File: src/rtl/joy_serial_scan.sv
`default_nettype none
// ============================================================================
// Module   : joy_serial_scan
// Purpose  : Scans a shift-register joystick adapter (LOAD/CLK out, DATA in)
//            for PLAYERS x BITS buttons, with a programmable bus rate, an
//            inter-scan gap, per-bit frame debounce, an enable/abort control
//            and a frame-complete strobe. Outputs are active-high.
// Ports    : clk        - core clock
//            Reset_I    - asynchronous active-low reset
//            enable     - 1 = scanning, 0 = bus idle and outputs cleared
//            JOY_DATA   - serial data from adapter (active-low buttons)
//            JOY_LOAD   - parallel-load strobe to adapter (active-low)
//            JOY_CLK    - shift clock to adapter
//            joystick   - debounced buttons, player p at [p*BITS +: BITS]
//            frame_stb  - one-clk pulse when a frame has been committed
// Revision : 1.0 - initial release
// ============================================================================
module joy_serial_scan #(
    parameter int PLAYERS  = 2,
    parameter int BITS     = 12,
    parameter int CLK_DIV  = 4,
    parameter int SCAN_GAP = 16,
    parameter int DEBOUNCE = 2
) (
    input  logic                    clk,
    input  logic                    Reset_I,
    input  logic                    enable,
    input  logic                    JOY_DATA,
    output logic                    JOY_LOAD,
    output logic                    JOY_CLK,
    output logic [PLAYERS*BITS-1:0] joystick,
    output logic                    frame_stb
);

    localparam int c_N     = PLAYERS * BITS;
    localparam int c_DIV_W = $clog2(CLK_DIV);
    localparam int c_GAP_W = $clog2(SCAN_GAP + 1);
    localparam int c_BIT_W = $clog2(c_N + 1);
    localparam int c_DEB_W = $clog2(DEBOUNCE + 1);

    localparam logic [c_DIV_W-1:0] c_DIV_LAST = c_DIV_W'(CLK_DIV - 1);
    localparam logic [c_GAP_W-1:0] c_GAP_LAST = c_GAP_W'(SCAN_GAP - 1);
    localparam logic [c_BIT_W-1:0] c_BIT_LAST = c_BIT_W'(c_N - 1);
    localparam logic [c_DEB_W-1:0] c_DEB_LAST = c_DEB_W'(DEBOUNCE - 1);

    localparam logic [2:0] c_S_IDLE   = 3'd0;
    localparam logic [2:0] c_S_LOAD   = 3'd1;
    localparam logic [2:0] c_S_LATCH  = 3'd2;
    localparam logic [2:0] c_S_CLK_HI = 3'd3;
    localparam logic [2:0] c_S_CLK_LO = 3'd4;
    localparam logic [2:0] c_S_DONE   = 3'd5;

    logic [c_DIV_W-1:0]              div_q,   div_d;
    logic [c_GAP_W-1:0]              gap_q,   gap_d;
    logic [c_BIT_W-1:0]              bit_q,   bit_d;
    logic [2:0]                      state_q, state_d;
    logic [1:0]                      sync_q;
    logic [c_N-1:0]                  raw_q,   raw_d;
    logic [c_N-1:0]                  joy_q,   joy_d;
    logic [c_N-1:0][c_DEB_W-1:0]     cnt_q,   cnt_d;
    logic                            load_q;
    logic                            sclk_q;
    logic                            stb_q,   stb_d;

    logic tick;
    logic commit;
    logic bit_in;

    // Divider is held at zero while disabled so a re-enabled scan always
    // starts on a fresh tick boundary (deterministic first-LOAD latency).
    assign tick   = (div_q == c_DIV_LAST);
    assign commit = enable && tick && (state_q == c_S_DONE);
    assign bit_in = ~sync_q[1];

    always_comb begin
        div_d = div_q;
        if (!enable || tick) begin
            div_d = '0;
        end else begin
            div_d = div_q + c_DIV_W'(1);
        end
    end

    // Scan sequencer: every transition waits for a tick.
    always_comb begin
        state_d = state_q;
        gap_d   = gap_q;
        bit_d   = bit_q;
        raw_d   = raw_q;
        if (!enable) begin
            state_d = c_S_IDLE;
            gap_d   = '0;
            bit_d   = '0;
        end else if (tick) begin
            case (state_q)
                c_S_IDLE: begin
                    bit_d = '0;
                    if (gap_q == c_GAP_LAST) begin
                        gap_d   = '0;
                        state_d = c_S_LOAD;
                    end else begin
                        gap_d = gap_q + c_GAP_W'(1);
                    end
                end
                c_S_LOAD: begin
                    state_d = c_S_LATCH;
                end
                c_S_LATCH: begin
                    raw_d[0] = bit_in;
                    bit_d    = c_BIT_W'(1);
                    state_d  = (c_N == 1) ? c_S_DONE : c_S_CLK_HI;
                end
                c_S_CLK_HI: begin
                    state_d = c_S_CLK_LO;
                end
                c_S_CLK_LO: begin
                    // Decoded write keeps the index width independent of N.
                    for (int i = 0; i < c_N; i++) begin
                        if (bit_q == c_BIT_W'(i)) begin
                            raw_d[i] = bit_in;
                        end
                    end
                    bit_d   = bit_q + c_BIT_W'(1);
                    state_d = (bit_q == c_BIT_LAST) ? c_S_DONE : c_S_CLK_HI;
                end
                c_S_DONE: begin
                    state_d = c_S_IDLE;
                end
                default: begin
                    state_d = c_S_IDLE;
                end
            endcase
        end
    end

    // Per-bit debounce: a bit flips only after DEBOUNCE consecutive frames
    // disagree with the current output; any agreeing frame restarts the run.
    always_comb begin
        joy_d = joy_q;
        cnt_d = cnt_q;
        stb_d = commit;
        if (!enable) begin
            joy_d = '0;
            cnt_d = '0;
        end else if (commit) begin
            for (int i = 0; i < c_N; i++) begin
                if (raw_q[i] == joy_q[i]) begin
                    cnt_d[i] = '0;
                end else if (cnt_q[i] == c_DEB_LAST) begin
                    joy_d[i] = raw_q[i];
                    cnt_d[i] = '0;
                end else begin
                    cnt_d[i] = cnt_q[i] + c_DEB_W'(1);
                end
            end
        end
    end

    always_ff @(posedge clk or negedge Reset_I) begin
        if (!Reset_I) begin
            div_q   <= '0;
            gap_q   <= '0;
            bit_q   <= '0;
            state_q <= c_S_IDLE;
            sync_q  <= 2'b11;
            raw_q   <= '0;
            joy_q   <= '0;
            cnt_q   <= '0;
            load_q  <= 1'b1;
            sclk_q  <= 1'b0;
            stb_q   <= 1'b0;
        end else begin
            div_q   <= div_d;
            gap_q   <= gap_d;
            bit_q   <= bit_d;
            state_q <= state_d;
            sync_q  <= {sync_q[0], JOY_DATA};
            raw_q   <= raw_d;
            joy_q   <= joy_d;
            cnt_q   <= cnt_d;
            // Bus pins are decoded from the next state so they change on
            // the same edge as the state they belong to.
            load_q  <= (state_d != c_S_LOAD);
            sclk_q  <= (state_d == c_S_CLK_HI);
            stb_q   <= stb_d;
        end
    end

    assign JOY_LOAD  = load_q;
    assign JOY_CLK   = sclk_q;
    assign joystick  = joy_q;
    assign frame_stb = stb_q;

endmodule
`default_nettype wire
File: config.mk
export PLATFORM = sky130hd
export DESIGN_NAME = joy_serial_scan
export DESIGN_NICKNAME = d
export VERILOG_FILES = /design/src/rtl/joy_serial_scan.sv
export SDC_FILE = /design/constraint.sdc
export NUM_CORES = 1
export LEC_CHECK = 0
export ABC_AREA = 0
export CORE_ASPECT_RATIO = 1.5
export CORE_MARGIN = 3
export CORE_UTILIZATION = 50
export DETAILED_ROUTE_END_ITERATION = 7
export DONT_BUFFER_PORTS = 1
export GPL_ROUTABILITY_DRIVEN = 0
export PLACE_DENSITY = 0.62
export SYNTH_ARGS = -nofsm -noshare
export SYNTH_HDL_FRONTEND = slang
export SYNTH_SLANG_ARGS = --single-unit
File: constraint.sdc
create_clock -name clk -period 1.9 [get_ports clk]
set_input_delay 0.095 -clock clk [delete_from_list [all_inputs] [get_ports clk]]
set_output_delay 0.095 -clock clk [all_outputs]
set_load 0.01 [all_outputs]
Word-level counts from Yosys, hierarchy flattened
Index checks and enable logic that the tools add are counted. Widths: inputs -> output; s select.

Word-level logic and storage cells: 413. Output and inout bits: 27. Register bits: 116. Input bits: 4.

Add/sub/neg operators: 27. Multiplexer cells: 115. Bitwise operators: 1. Equal/unequal tests: 133. Reductions and logical operators: 57.

Operators with widths (number): $mux 2 (49); $mux 48 (2); $reduce_and 4->1 (24); $reduce_and 3->1 (24); $ne 2x1->1 const B (27); $add 2x1->2 const B (25); $ne 2x2->1 const B (25); $mux 1 (49); $eq 2x1->1 const B (24); $mux 24 (2); $eq 5x4->1 const B (9); $eq 5x5->1 const B (8); $mux 5 (6); $eq 1x1->1 (24); $eq 5x3->1 const B (4); $pmux 3 s5 (1); $pmux 5 s3 (1); $mux 3 (4); $add 5x1->5 const B (2); $eq 5x2->1 const B (2); $eq 3x2->1 const B (3); $eq 3x3->1 const B (2); $eq 5x1->1 const B (1); $logic_not 5->1 (1); other kinds (12) (14).

Logic depth before layout (Yosys ltp)
Word-level depth: 6. Depth in mapped cells: 9. Mapped depth without buffers: 6.

Worst setup path before layout
Ideal clock, no wire load.

Kind: register to register. Start point: reg div_q[0]. End point: reg cnt_q[0] (netlist name). Arrival: 1585 ps. Setup slack: 194 ps. Library setup time: 121 ps. Required time: 1779 ps. Buffers on the path: 3. Stages on the path, launching flop included: 9. Period minus slack after synthesis: 1706 ps. Path through: dfrtp_1 > ha_1 > buf_4 > nand2_2 > or2_1 > buf_4 > and2_4 > buf_6 > a22o_1.

Cells in the longest elaborated chain, start to end: 4.

Ends and longest elaborated chain: from (decl) (RTL line 53) `logic [c_DIV_W-1:0] div_q, div_d;`; from (signal assigned) (RTL line 173) `div_q <= div_d;`; $eq 2x2->1 (RTL line 71) `assign tick = (div_q == c_DIV_LAST);`; $logic_and 1x1->1 (2 in a row) (RTL line 72) `assign commit = enable && tick && (state_q == c_S_DONE);`; $ne 2x1->1 (no line); to (signal assigned) (RTL line 180) `cnt_q <= cnt_d;`; to (decl) (RTL line 60) `logic [c_N-1:0][c_DEB_W-1:0] cnt_q, cnt_d;`.

No other way between the ends. A chain may end at the register's enable or synchronous reset.

Worst setup path in the final report
Start point: reg div_q[0]. End point: reg cnt_q[26] (netlist name).

The elaborated chain is that of the path after synthesis.

==> results_dict.tcl <==
set metrics [dict create \
    clock_sinks 116 \
    timing_worst_slew_pin_value_ns 0.501 \
    timing.fmax_mhz 574 \
    design.die.area_sq_mm 0.0125 \
    initial_core_util_pct 52.0 \
    wire_length_of_the_first_global_routing_pass_mm 19.8 \
    diodes 0 \
    critical_path_arrival_ns 2.04 \
    critical_path.cell_chain "ha_2, nand2_2, or2_1, buf_12, clkinv_2, a22o_1" \
    max_cap_viol_count 0 \
    cpLargestDelayFamily "buffers and inverters" \
    largest_net_degree_at_the_start_of_global_routing 117 \
    violations "hold timing" \
    h-tree-depth 4 \
    final_util_pct 60.4 \
    critPathMaxStageDelay_ns 0.39 \
    area.growth.synth_to_final_pct 16.1 \
    worst_hold_slack_ns -0.624 \
    critical_path_class "reg -> reg" \
    port_buffers 0 \
    tritoncts.num_buffers 17 \
    cts_buffer_depth 2 \
    rr_startpoint "div_q[0]$_DFF_PN0_" \
    syn-num-nets 495 \
    insertion_delay_ns 0.41 \
    cts_hold_buffers 2 \
    final_design_area_no_fill_sq_mm 0.00650 \
    postCtsSetupRepairBufs 0 \
    cts_clk_pin_slew_worst_paths_ns 0.05 \
    detail_route.wl_per_cell_um 17.9 \
    critical_path.n_buffers_inverters 2 \
    primary_flip_flop_cell_chosen_by_synthesis_mapping "dfrtp_1" \
    die_height_um 136 \
    run_status "complete, but fails checks" \
    drt_first_iter_violations 173 \
    leakage_nw 2.97 \
    syn-instance-count 484 \
    critical_path_cell_count 6 \
    max-vdd-ir-drop_mv 0.632 \
    async_reset_ff_share_pct 100 \
    reg2reg_slack_ns 0.16 \
    seq_area_sq_mm 0.00291 \
    route.vias.total 3712 \
    critPathCapture "cnt_q[26]$_DFFE_PN0P_" \
    finalHoldViolations 116 \
    nFillCells 876 \
    dpl.hpwl_mm 7.15 \
    coreArea_sq_mm 0.0108 \
    synth.ff_latch_count 116 \
    multi_input_comb_area_sq_mm 0.00246 \
    drive_gt1_share_pct 17.4 \
    global_route.usage.total_pct 20.2 \
    period_needed_ns 1.74 \
    library_cell_used_as_clock_root_buffer "clkbuf_16" \
    floorplan.rows 46 \
    fin_skew_ns 0.00727 \
    final.setup.tns_ns 0 \
    dieWidth_um 92.4 \
    yosys.cell_types.count 49 \
    seq_area_frac_synth_pct 51.9 \
    finalSetupViolCount 0 \
    grt_pass1_vias 3852 \
    min_delay_worst_type "in -> async" \
    required_time_at_the_worst_slack_endpoint_ns 2.19 \
    endpoint_kind "flip-flop" \
    peak_fanout_along_the_critical_path 26 \
    floorplan.io_pins 31 \
    globalRouteOverflowTotal 0 \
    routed_wirelength_mm 11.5 \
    max_transition_viols_final 0 \
    syn-cell-area_sq_mm 0.00560 \
    worst_setup_path_startpoint "div_q[0]$_DFF_PN0_" \
    cellPowerDensity_mw_per_mm2 961 \
    tritoncts "yes" \
    rr_worst_depth 6 \
    syn_area_per_cell_sq_um 11.6 \
    firstDrtPassIters 4 \
    yosys_warnings 0 \
    final.period_utilization_pct 91.7 \
    critical_path.startpoint_type "flip-flop" \
    number_of_antenna_violations_at_the_first_check_in_global_routing 0 \
    nets 499 \
    rsz0062_at_grt "false" \
    ant_nets 0 \
    synth-edff-count 0 \
    vias_per_cell 5.76 \
    r2r-end "cnt_q[26]$_DFFE_PN0P_" \
    remaining_drc_errors 0 \
    place_area_sq_mm 0.00576 \
    post-layout-total-power_w 0.00625 \
    slew-limit-headroom_pct 66.5 \
    cp_slowest_cell "dfrtp_1" \
]
## stage by stage
| step | setup WS, ns | std cells |
|---|---|---|
| 6_report | 0.157 | 645 |
| 2_1_floorplan | 0.194 | 484 |
| 3_5_place_dp | 0.115 | 611 |
| 5_1_grt | 0.0142 | 645 |
| 3_3_place_gp | 0.185 | 611 |
| 4_1_cts | 0.0845 | 645 |
## Yosys cell counts (5+ instances only)
cell / n / area share (%)
a21boi_0: 10 / 1.3
a21boi_1: 5 / 0.67
a21o_1: 7 / 0.94
a22o_1: 8 / 1.3
a31oi_1: 12 / 1.3
a41oi_1: 14 / 2.2
buf_2: 11 / 0.98
clkbuf_1: 17 / 1.1
dfrtp_1: 113 / 51
ha_1: 7 / 1.6
inv_1: 16 / 1.1
mux2i_1: 34 / 6.1
nand2_1: 31 / 2.1
nand4_1: 8 / 0.89
nor2_1: 20 / 1.3
nor2b_1: 33 / 3.7
nor3_1: 7 / 0.63
nor4b_1: 10 / 1.6
nor4b_2: 16 / 4.3
o211a_1: 16 / 2.9
o21a_1: 7 / 0.94
o21ai_0: 11 / 0.98
xnor2_1: 25 / 3.9
## layout by cell type (no fill, tap or decap), drive strengths merged, types with 4 or more instances in the layout
cell type	n
dfrtp	113
mux2i	34
nor2b	33
nand2	32
nor4b	26
xnor2	25
clkbuf	25
nor2	21
buf	19
inv	17
o211a	16
a21boi	15
a41oi	14
a31oi	12
o21ai	11
nor3	11
nand4	8
a22o	8
o21a	7
a21o	7
ha	7
bufinv	5
nand3	4
## timing repair
action	4_1_cts	5_1_grt
gates resized for setup	0	6
hold endpoints to repair	183	116
endpoints found under the setup margin	0	8
## sequential cells by signal (all words and copies together) (netlist names)
signal and count:
JOY_LOAD 1, state_q 3, gap_q 5, cnt_q 48, sync_q 2, raw_q 24
JOY_CLK 1, bit_q 5, joystick 24, frame_stb 1, div_q 2
## metal layers
metal | track usage [%] | part of all wire (%) | up-vias
li1 | - | - | 1750
met1 | 25.2 | 43 | 1880
met2 | 33.8 | 52 | 63
met3 | 4.72 | 3.5 | 19
met4 | 8.18 | 1.8 | 0
met5 | 0 | 0 | -
## worst min path at each step
stage	from	endpoint	slack, ns	cells after the start
2_1_floorplan	Reset_I	JOY_CLK$_DFF_PN0_	-0.20	0
5_1_grt	Reset_I	joystick[17]$_DFFE_PN0P_	-0.64	0
3_3_place_gp	Reset_I	cnt_q[37]$_DFFE_PN0P_	-0.20	0
3_5_place_dp	Reset_I	cnt_q[36]$_DFFE_PN0P_	-0.20	0
6_report	Reset_I	joystick[18]$_DFFE_PN0P_	-0.62	0
4_1_cts	Reset_I	joystick[18]$_DFFE_PN0P_	-0.64	0
## power breakdown
part	internal [W]	total [W]	switching, W	leakage [nW]
registers	0.00248	0.00249	0.0000121	1.56
clock network	0.00257	0.00367	0.00110	0.340
logic	0.0000352	0.0000793	0.0000441	1.08
## kinds of logic (layout without fill, tap and decap cells)
kind of cell / after synthesis / after routing / synth area share [%]
compound gates: 100 / 100 / 13.8
xor+xnor: 25 / 25 / 3.91
fa+ha+maj: 7 / 7 / 1.56
buf+inv: 53 / 70 / 4.47
flops: 116 / 116 / 51.9
mux: 34 / 34 / 6.08
simple gates: 149 / 149 / 18.2
## layout make-up
cell class	count	area share, %
flip-flops and latches	116	44.7
repair buffers	20	3.04
clock inverters	7	2.52
inverters	18	1.06
well taps	144	2.77
clock buffers	25	8.08
multi-input cells	315	37.8
(Power assumes the default switching activity.)
